### src/rtl/vreg_wb_pkg.sv
// Shared types for the vector register write-back arbiter:
// default widths, arbiter state encoding and the buffered write entry.
package vreg_wb_pkg;

  localparam int VW_DATA_W = 32;
  localparam int VW_ADDR_W = 5;

  typedef enum logic {
    NORM  = 1'b0,
    DRAIN = 1'b1
  } wb_state_t;

  typedef struct packed {
    logic [VW_ADDR_W-1:0] idx;
    logic [VW_DATA_W-1:0] data;
  } wb_entry_t;

endpackage

### src/rtl/vreg_wb_fifo.sv
// Load-return buffer for the write-back arbiter. Ports: clk/rst,
// i_push/i_push_reg/i_push_data (tail write), i_pop (head read),
// o_head_reg/o_head_data, o_count, per-entry o_vld/o_reg for busy compare;
// with VREG_WB_FWD_EN also o_data and o_rd_ptr for the forwarding mux.
module vreg_wb_fifo
  import vreg_wb_pkg::*;
#(
  parameter int DATA_W = VW_DATA_W,
  parameter int ADDR_W = VW_ADDR_W,
  parameter int DEPTH  = 4,
  localparam int PW    = $clog2(DEPTH),
  localparam int CW    = PW + 1
) (
  input  logic              clk,
  input  logic              rst,
  input  logic              i_push,
  input  logic [ADDR_W-1:0] i_push_reg,
  input  logic [DATA_W-1:0] i_push_data,
  input  logic              i_pop,
  output logic [ADDR_W-1:0] o_head_reg,
  output logic [DATA_W-1:0] o_head_data,
  output logic [CW-1:0]     o_count,
  output logic              o_vld [DEPTH],
  output logic [ADDR_W-1:0] o_reg [DEPTH]
`ifdef VREG_WB_FWD_EN
  ,
  output logic [DATA_W-1:0] o_data [DEPTH],
  output logic [PW-1:0]     o_rd_ptr
`endif
);

  logic [PW-1:0]     r_wr_ptr;
  logic [PW-1:0]     r_rd_ptr;
  logic [CW-1:0]     r_count;
  logic              r_vld  [DEPTH];
  logic [ADDR_W-1:0] r_reg  [DEPTH];
  logic [DATA_W-1:0] r_data [DEPTH];

  always_ff @(posedge clk or posedge rst) begin
    if (rst) begin
      r_wr_ptr <= '0;
      r_rd_ptr <= '0;
      r_count  <= '0;
      for (int i = 0; i < DEPTH; i++) begin
        r_vld[i]  <= 1'b0;
        r_reg[i]  <= '0;
        r_data[i] <= '0;
      end
    end else begin
      if (i_pop) begin
        r_vld[r_rd_ptr] <= 1'b0;
        r_rd_ptr        <= r_rd_ptr + PW'(1);
      end
      if (i_push) begin
        r_vld[r_wr_ptr]  <= 1'b1;
        r_reg[r_wr_ptr]  <= i_push_reg;
        r_data[r_wr_ptr] <= i_push_data;
        r_wr_ptr         <= r_wr_ptr + PW'(1);
      end
      r_count <= r_count + CW'(i_push) - CW'(i_pop);
    end
  end

  assign o_head_reg  = r_reg[r_rd_ptr];
  assign o_head_data = r_data[r_rd_ptr];
  assign o_count     = r_count;
  assign o_vld       = r_vld;
  assign o_reg       = r_reg;
`ifdef VREG_WB_FWD_EN
  assign o_data      = r_data;
  assign o_rd_ptr    = r_rd_ptr;
`endif

endmodule

### src/rtl/vreg_wb_arbiter.sv
// Merges ALU results and buffered load returns into one registered
// register-file write per cycle, with a busy query for issue stalls.
// Ports: alu_* (unbuffered), mem_* (FIFO), reg_write/write_reg/write_data,
// busy_q_reg/busy_q, fifo_count. VREG_WB_FWD_EN adds fwd_hit/fwd_data.
module vreg_wb_arbiter
  import vreg_wb_pkg::*;
#(
  parameter int DATA_W     = VW_DATA_W,
  parameter int ADDR_W     = VW_ADDR_W,
  parameter int FIFO_DEPTH = 4,
  localparam int PW        = $clog2(FIFO_DEPTH),
  localparam int CW        = PW + 1
) (
  input  logic              clk,
  input  logic              rst,
  input  logic              alu_valid,
  output logic              alu_ready,
  input  logic [ADDR_W-1:0] alu_reg,
  input  logic [DATA_W-1:0] alu_data,
  input  logic              mem_valid,
  output logic              mem_ready,
  input  logic [ADDR_W-1:0] mem_reg,
  input  logic [DATA_W-1:0] mem_data,
  output logic              reg_write,
  output logic [ADDR_W-1:0] write_reg,
  output logic [DATA_W-1:0] write_data,
  input  logic [ADDR_W-1:0] busy_q_reg,
  output logic              busy_q,
`ifdef VREG_WB_FWD_EN
  output logic              fwd_hit,
  output logic [DATA_W-1:0] fwd_data,
`endif
  output logic [CW-1:0]     fifo_count
);

  wb_state_t         r_state;
  wb_state_t         w_state_nxt;
  logic              r_reg_write;
  logic [ADDR_W-1:0] r_write_reg;
  logic [DATA_W-1:0] r_write_data;

  logic              w_alu_ready;
  logic              w_mem_ready;
  logic              w_alu_sel;
  logic              w_push;
  logic              w_pop;
  logic [CW-1:0]     w_count;
  logic [CW-1:0]     w_count_nxt;
  logic [ADDR_W-1:0] w_head_reg;
  logic [DATA_W-1:0] w_head_data;
  logic              w_vld [FIFO_DEPTH];
  logic [ADDR_W-1:0] w_ereg [FIFO_DEPTH];
  logic              w_busy;
`ifdef VREG_WB_FWD_EN
  logic [DATA_W-1:0] w_edata [FIFO_DEPTH];
  logic [PW-1:0]     w_rd_ptr;
  logic [DATA_W-1:0] w_fwd_data;
`endif

  vreg_wb_fifo #(
    .DATA_W (DATA_W),
    .ADDR_W (ADDR_W),
    .DEPTH  (FIFO_DEPTH)
  ) u_fifo (
    .clk         (clk),
    .rst         (rst),
    .i_push      (w_push),
    .i_push_reg  (mem_reg),
    .i_push_data (mem_data),
    .i_pop       (w_pop),
    .o_head_reg  (w_head_reg),
    .o_head_data (w_head_data),
    .o_count     (w_count),
    .o_vld       (w_vld),
    .o_reg       (w_ereg)
`ifdef VREG_WB_FWD_EN
    ,
    .o_data      (w_edata),
    .o_rd_ptr    (w_rd_ptr)
`endif
  );

  always_ff @(posedge clk or posedge rst) begin
    if (rst) r_state <= NORM;
    else     r_state <= w_state_nxt;
  end

  // r0 requests still handshake but never enter the FIFO.
  assign w_push = mem_valid && w_mem_ready && (mem_reg != '0);
  assign w_count_nxt = w_count + CW'(w_push) - CW'(w_pop);

  always_comb begin
    w_state_nxt = r_state;
    w_alu_ready = 1'b0;
    w_mem_ready = 1'b0;
    w_alu_sel   = 1'b0;
    w_pop       = 1'b0;
    unique case (r_state)
      NORM: begin
        w_alu_ready = 1'b1;
        w_mem_ready = (w_count < CW'(FIFO_DEPTH));
        w_alu_sel   = alu_valid;
        w_pop       = !alu_valid && (w_count != '0);
        if (w_count_nxt == CW'(FIFO_DEPTH)) w_state_nxt = DRAIN;
      end
      DRAIN: begin
        w_pop = (w_count != '0);
        if (w_count_nxt == '0) w_state_nxt = NORM;
      end
      default: w_state_nxt = NORM;
    endcase
  end

  // Index/data hold their last value while no write is strobed.
  always_ff @(posedge clk or posedge rst) begin
    if (rst) begin
      r_reg_write  <= 1'b0;
      r_write_reg  <= '0;
      r_write_data <= '0;
    end else begin
      r_reg_write <= 1'b0;
      if (w_alu_sel) begin
        if (alu_reg != '0) begin
          r_reg_write  <= 1'b1;
          r_write_reg  <= alu_reg;
          r_write_data <= alu_data;
        end
      end else if (w_pop) begin
        r_reg_write  <= 1'b1;
        r_write_reg  <= w_head_reg;
        r_write_data <= w_head_data;
      end
    end
  end

  always_comb begin
    w_busy = r_reg_write && (r_write_reg == busy_q_reg);
    for (int i = 0; i < FIFO_DEPTH; i++) begin
      if (w_vld[i] && (w_ereg[i] == busy_q_reg)) w_busy = 1'b1;
    end
    if (busy_q_reg == '0) w_busy = 1'b0;
  end

`ifdef VREG_WB_FWD_EN
  // Walk oldest to youngest so the youngest match overrides.
  always_comb begin
    logic [PW-1:0] v_idx;
    w_fwd_data = r_write_data;
    v_idx      = w_rd_ptr;
    for (int k = 0; k < FIFO_DEPTH; k++) begin
      v_idx = w_rd_ptr + PW'(k);
      if (w_vld[v_idx] && (w_ereg[v_idx] == busy_q_reg))
        w_fwd_data = w_edata[v_idx];
    end
  end

  assign fwd_hit  = w_busy;
  assign fwd_data = w_fwd_data;
`endif

  assign alu_ready  = w_alu_ready;
  assign mem_ready  = w_mem_ready;
  assign reg_write  = r_reg_write;
  assign write_reg  = r_write_reg;
  assign write_data = r_write_data;
  assign busy_q     = w_busy;
  assign fifo_count = w_count;

endmodule

### config.mk
export PLATFORM = sky130hd
export DESIGN_NAME = vreg_wb_arbiter
export DESIGN_NICKNAME = d
export VERILOG_FILES = /design/src/rtl/vreg_wb_pkg.sv /design/src/rtl/vreg_wb_fifo.sv /design/src/rtl/vreg_wb_arbiter.sv
export SDC_FILE = /design/constraint.sdc
export NUM_CORES = 1
export LEC_CHECK = 0
export CELL_PAD_IN_SITES_DETAIL_PLACEMENT = 1
export CELL_PAD_IN_SITES_GLOBAL_PLACEMENT = 1
export CORE_MARGIN = 2
export CORE_UTILIZATION = 44
export CTS_CLUSTER_SIZE = 16
export DETAILED_ROUTE_END_ITERATION = 8
export PLACE_DENSITY_LB_ADDON = 0.08
export RECOVER_POWER = 100
export SYNTH_ARGS = -nofsm -noshare
export SYNTH_HDL_FRONTEND = slang
export SYNTH_SLANG_ARGS = --single-unit
### constraint.sdc
create_clock -name clk -period 8.2 [get_ports clk]
set_input_delay 1.64 -clock clk [delete_from_list [all_inputs] [get_ports clk]]
set_output_delay 1.64 -clock clk [all_outputs]
set_load 0.05 [all_outputs]
### Word-level counts from Yosys, hierarchy flattened

Index checks and enable logic that the tools add are counted.

| storage, ports and cells | value |
|---|---|
| bits in registers | 198 |
| input port bits | 83 |
| output and inout port bits | 44 |
| logic and storage cells | 98 |

| cells by class | value |
|---|---|
| add/sub/neg operators | 4 |
| magnitude comparators | 5 |
| eq/ne operators | 7 |
| multiplexer cells | 39 |
| bitwise gates (word level) | 6 |
| reduce and logical (&&, ||, !) cells | 18 |

Operators with widths:

| operator | number |
|---|---|
| two-way mux 32 bit | 6 |
| bitwise mux 128 bit | 1 |
| binary-select mux 32 bit (select 2 bit) | 1 |
| demux 32 bit (select 2 bit) | 1 |
| two-way mux 5 bit | 6 |
| equality test 5 bit | 5 |
| bitwise mux 20 bit | 1 |
| two-way mux 1 bit | 15 |
| binary-select mux 5 bit (select 2 bit) | 1 |
| demux 5 bit (select 2 bit) | 1 |
| logical AND 1 bit | 10 |
| nonzero test 5 bit | 2 |
| two-way mux 4 bit | 2 |
| >= comparator 3 bit (second input constant) | 2 |
| less-than comparator 3 x 1 -> 1 bit (second input constant) | 2 |
| inverter 2 -> 3 bit | 2 |
| logical NOT 5 bit | 1 |
| adder 2 x 1 -> 2 bit (second input constant) | 2 |
| bitwise AND 4 bit | 1 |
| demux 1 bit (select 2 bit) | 2 |
| inverter 4 bit | 1 |
| bitwise OR 4 bit | 1 |
| one-hot mux 1 bit (2 select lines) | 2 |
| adder 3 x 1 -> 3 bit | 1 |
| 10 further kinds | 10 |

### Depth between registers and ports, before layout

| depth | value |
|---|---|
| depth in word-level cells | 10 |
| mapped depth | 11 |

### Hierarchy

A second synthesis with hierarchy kept.

| second synthesis, totals | value |
|---|---|
| cells, all modules | 636 |
| area, all modules | 9596.7 sq um |

Modules (own cells, without submodules):

| module | instances | cells an instance | area each (sq um) |
|---|---|---|---|
| vreg_wb_fifo | 1 | 406 | 7353.3 |
| vreg_wb_arbiter | 1 | 230 | 2243.4 |

### Worst setup path before layout

OpenSTA, ideal clock, no wires.

| path | value |
|---|---|
| path type | input to output |
| start | in busy_q_reg[1] |
| end | out busy_q |
| arrival time | 2.875 ns |
| data required time | 6.560 ns |
| setup slack | 3.685 ns |
| stages | 6 |
| buffers on the path | 1 |
| cells stage by stage | clkbuf_1 -> xor2_1 -> nor4_1 -> nand3_1 -> nand3_1 -> o22a_1 |

| between the ends | value |
|---|---|
| longest elaborated chain between the ends | 7 |

Ends and longest elaborated chain:

| what | RTL line | RTL |
|---|---|---|
| from (decl) | vreg_wb_arbiter.sv:27 | `input logic [ADDR_W-1:0] busy_q_reg,` |
| equality test 5 bit, on equally long branches | vreg_wb_arbiter.sv:137, vreg_wb_arbiter.sv:139 |  |
| logical AND 1 bit, on equally long branches | vreg_wb_arbiter.sv:137, vreg_wb_arbiter.sv:139 |  |
| two-way mux 1 bit (4 in series) | vreg_wb_arbiter.sv:139 | `if (w_vld[i] && (w_ereg[i] == busy_q_reg)) w_busy = 1'b1;` |
| two-way mux 1 bit (*) | vreg_wb_arbiter.sv:141 | `if (busy_q_reg == '0) w_busy = 1'b0;` |
| to (decl) | vreg_wb_arbiter.sv:28 | `output logic busy_q,` |

Every way passes the cells marked *; elsewhere a longest branch is shown, timed or not.

==> metrics.yaml <==
status: "complete, but fails checks"
violations: "max-capacitance violations, max-slew violations"
ys_top_cells_by_count: "dfrtp_1, mux2_4, mux2_2, nor2_1"
min_path_type: "flip-flop to flip-flop"
yosysSeqAreaShare_pct: 52.7
hold_violations: 0
drt_wl_total_mm: 21.8
die_x_um: 150
post_dp_cell_area_mm2: 0.0108
p_int_mw: 2.96
place.gp.congestion: 0.760
die_h_um: 150
switching_share_pct: 38.0
finClkSkew_ps: 10.3
cts_sinks: 198
start_util_pct: 44.7
max_slew_margin_pct: -124
n_antenna_cell: 0
dp_slack_ps: 2590
antenna_found_initial: 0
final_nets: 838
synth_top_cell_by_area: "dfrtp_1"
worstHoldStart: "u_fifo.r_data[41]$_DFFE_PP0P_"
track_usage_pct: 20.6
synth.distinct_cells: 31
period_share_pct: 78.1
port_buffers: 126
cts_setup_buffers: 0
grt_overflow: 0
slew_violations: 147
p_per_area_mw_per_mm2: 428
rows: 53
cts.path.max_buffers: 2
drv_cap: 5
grt_pass1_vias: 6264
arrival_ps: 6760
core-area_mm2: 0.0210
ys.flop_type: "dfrtp_1"
first_pass_iters: 4
ctsHoldBuffers: 0
place_hpwl_mm: 14.4
wire_per_inst_um: 21.1
boundaryPins: 127
final_util_pct: 52.9
area_growth_pct: 18.3
synth_area_mm2: 0.00941
dp.cells: 1001
drive_above_1_share_pct: 20.4
ctsResizeCount: 0
endpoint_kind: "flip-flop"
required_ps: 8550
ant_nets: 0
ys_async_sr_fraction_pct: 100
netlist.area_leader.share_pct: 52.7
crit_type: "input port to flip-flop"
yosysMostFrequentCell: "dfrtp_1"
synth.area.top_cells: "dfrtp_1, mux2_4, mux4_2"
switchingPower_mw: 1.81
grt_max_degree: 126
power_mw: 4.77
rsz0062_at_grt: "false"
fmax_mhz: 156
synth-seq-cells: 198
hold_ws_ps: 490
worst_pin_slew_ps: 3350
leakage_nw: 4.88
cp_max_fo: 40
avgSynthCellArea_um2: 14.9
path_cells: "dlygate4sd3_1 > nand2b_2 > clkbuf_1 > o31ai_1 > xnor2_1 > ha_1 > inv_1 > fa_1 > xnor2_1 > xnor2_1 > nand2_1 > o21ai_0"
worst_slack_ps: 1790
peakVddDrop_mv: 0.179
worstSkewPairLatency_ps: 430
max_stage_delay_ps: 2360
cp_common_cell: "xnor2_1"
pwr-share-comb_pct: 43.6
critPathSlowestCell: "clkbuf_1"
period_needed_ps: 6410
dieArea_mm2: 0.0226
synth_fp_nets: 726
h-tree-depth: 4
cts_tree: "done"
cts-buffers-inserted: 17
cts.clk_slew.worst_paths_ps: 70
setup.worst_path.start: "alu_valid"
power_frac_seq_pct: 37.9
finalSetupTns_ps: 0
routed_via_density: 5.31
pwr-share-clk_pct: 18.5
syn_inst: 633
startpoint_type: "input port"
vias: 5490
first_iter_violations: 201
fin_cells: 1033
largest_reg_flops: 128
rrSetupSlack_ps: 3070
grt_pass1_wl_mm: 35.3
ys_warn_count: 0
setup_viol: 0
design_area_mm2: 0.0111
drc: 0
synth_edf_count: 0
clockRootBuffer: "clkbuf_16"
==> worst max-delay path: cells and delay by family <==
kind	cells	cell delay (ps)
compound gates	2	720
xor+xnor	3	720
fa+ha+maj	2	570
buf+inv	3	2960
simple gates	2	150
==> placed cells by master (no fill, tap or decap), types with 2 or more instances in the layout <==
cell type / n
buf_4: 4
mux2i_1: 37
clkinvlp_4: 4
dfrtp_1: 196
mux4_2: 37
mux2_1: 72
mux2_4: 5
inv_8: 2
xor2_1: 20
o21ai_0: 3
nand3_1: 6
inv_1: 7
nand2_1: 20
bufinv_16: 3
clkdlybuf4s50_1: 79
clkinv_4: 2
mux2_2: 71
inv_6: 2
a21oi_1: 38
nor2_1: 41
clkbuf_1: 6
ha_1: 9
clkbuf_16: 17
or4_1: 2
dlygate4sd3_1: 47
dfrtp_2: 2
xnor2_1: 10
nor4_1: 5
==> power by group through the flow <==
stage                     combinational, mW  clock, mW  sequential [mW]
after floorplan                        1.43          0             2.07
after global placement                 2.23          0             1.80
after detailed placement               2.31          0             1.84
after CTS                              2.32      0.905             1.82
after global routing                   2.25      0.944             1.87
final                                  2.08      0.880             1.81
==> layer usage <==
layer  routed length (um)  vias to the layer above  GRT usage (%)
met5                    0                        -              0
met4                  142                        0           4.06
met3                  716                        9           4.39
met2                11400                       84           35.8
met1                 9540                     2914           26.9
li1                     -                     2483              -
==> layout make-up <==
type / count / area, um2
Fill cell: 2068 / 9890
Tap cell: 275 / 344
Multi-Input combinational cell: 385 / 3870
Clock buffer: 19 / 443
Timing Repair Buffer: 135 / 1310
Inverter: 8 / 37.5
Clock inverter: 13 / 171
Sequential cell: 198 / 4960
==> kinds of logic after synthesis <==
kind of cell / after synthesis / synth area share, %
multiplexers: 222 / 33.5
AND/OR/NAND/NOR: 78 / 3.66
flip-flops: 198 / 52.7
XOR/XNOR: 30 / 2.79
adder cells (fa/ha/maj): 10 / 1.41
AO/OA/AOI/OAI: 45 / 2.62
buffers and inverters: 50 / 3.30
==> worst paths after layout <==
check / depth (start not counted) / to
min reg2reg: 1 / u_fifo.r_data[41]$_DFFE_PP0P_
max in group asynchronous: 3 / u_fifo.r_rd_ptr[1]$_DFFE_PP0N_
min: 1 / u_fifo.r_data[41]$_DFFE_PP0P_
max: 12 / flip-flop
max reg2reg: 11 / flip-flop
min in group asynchronous: 2 / asynchronous set/reset pin
(Power assumes the default switching activity.)
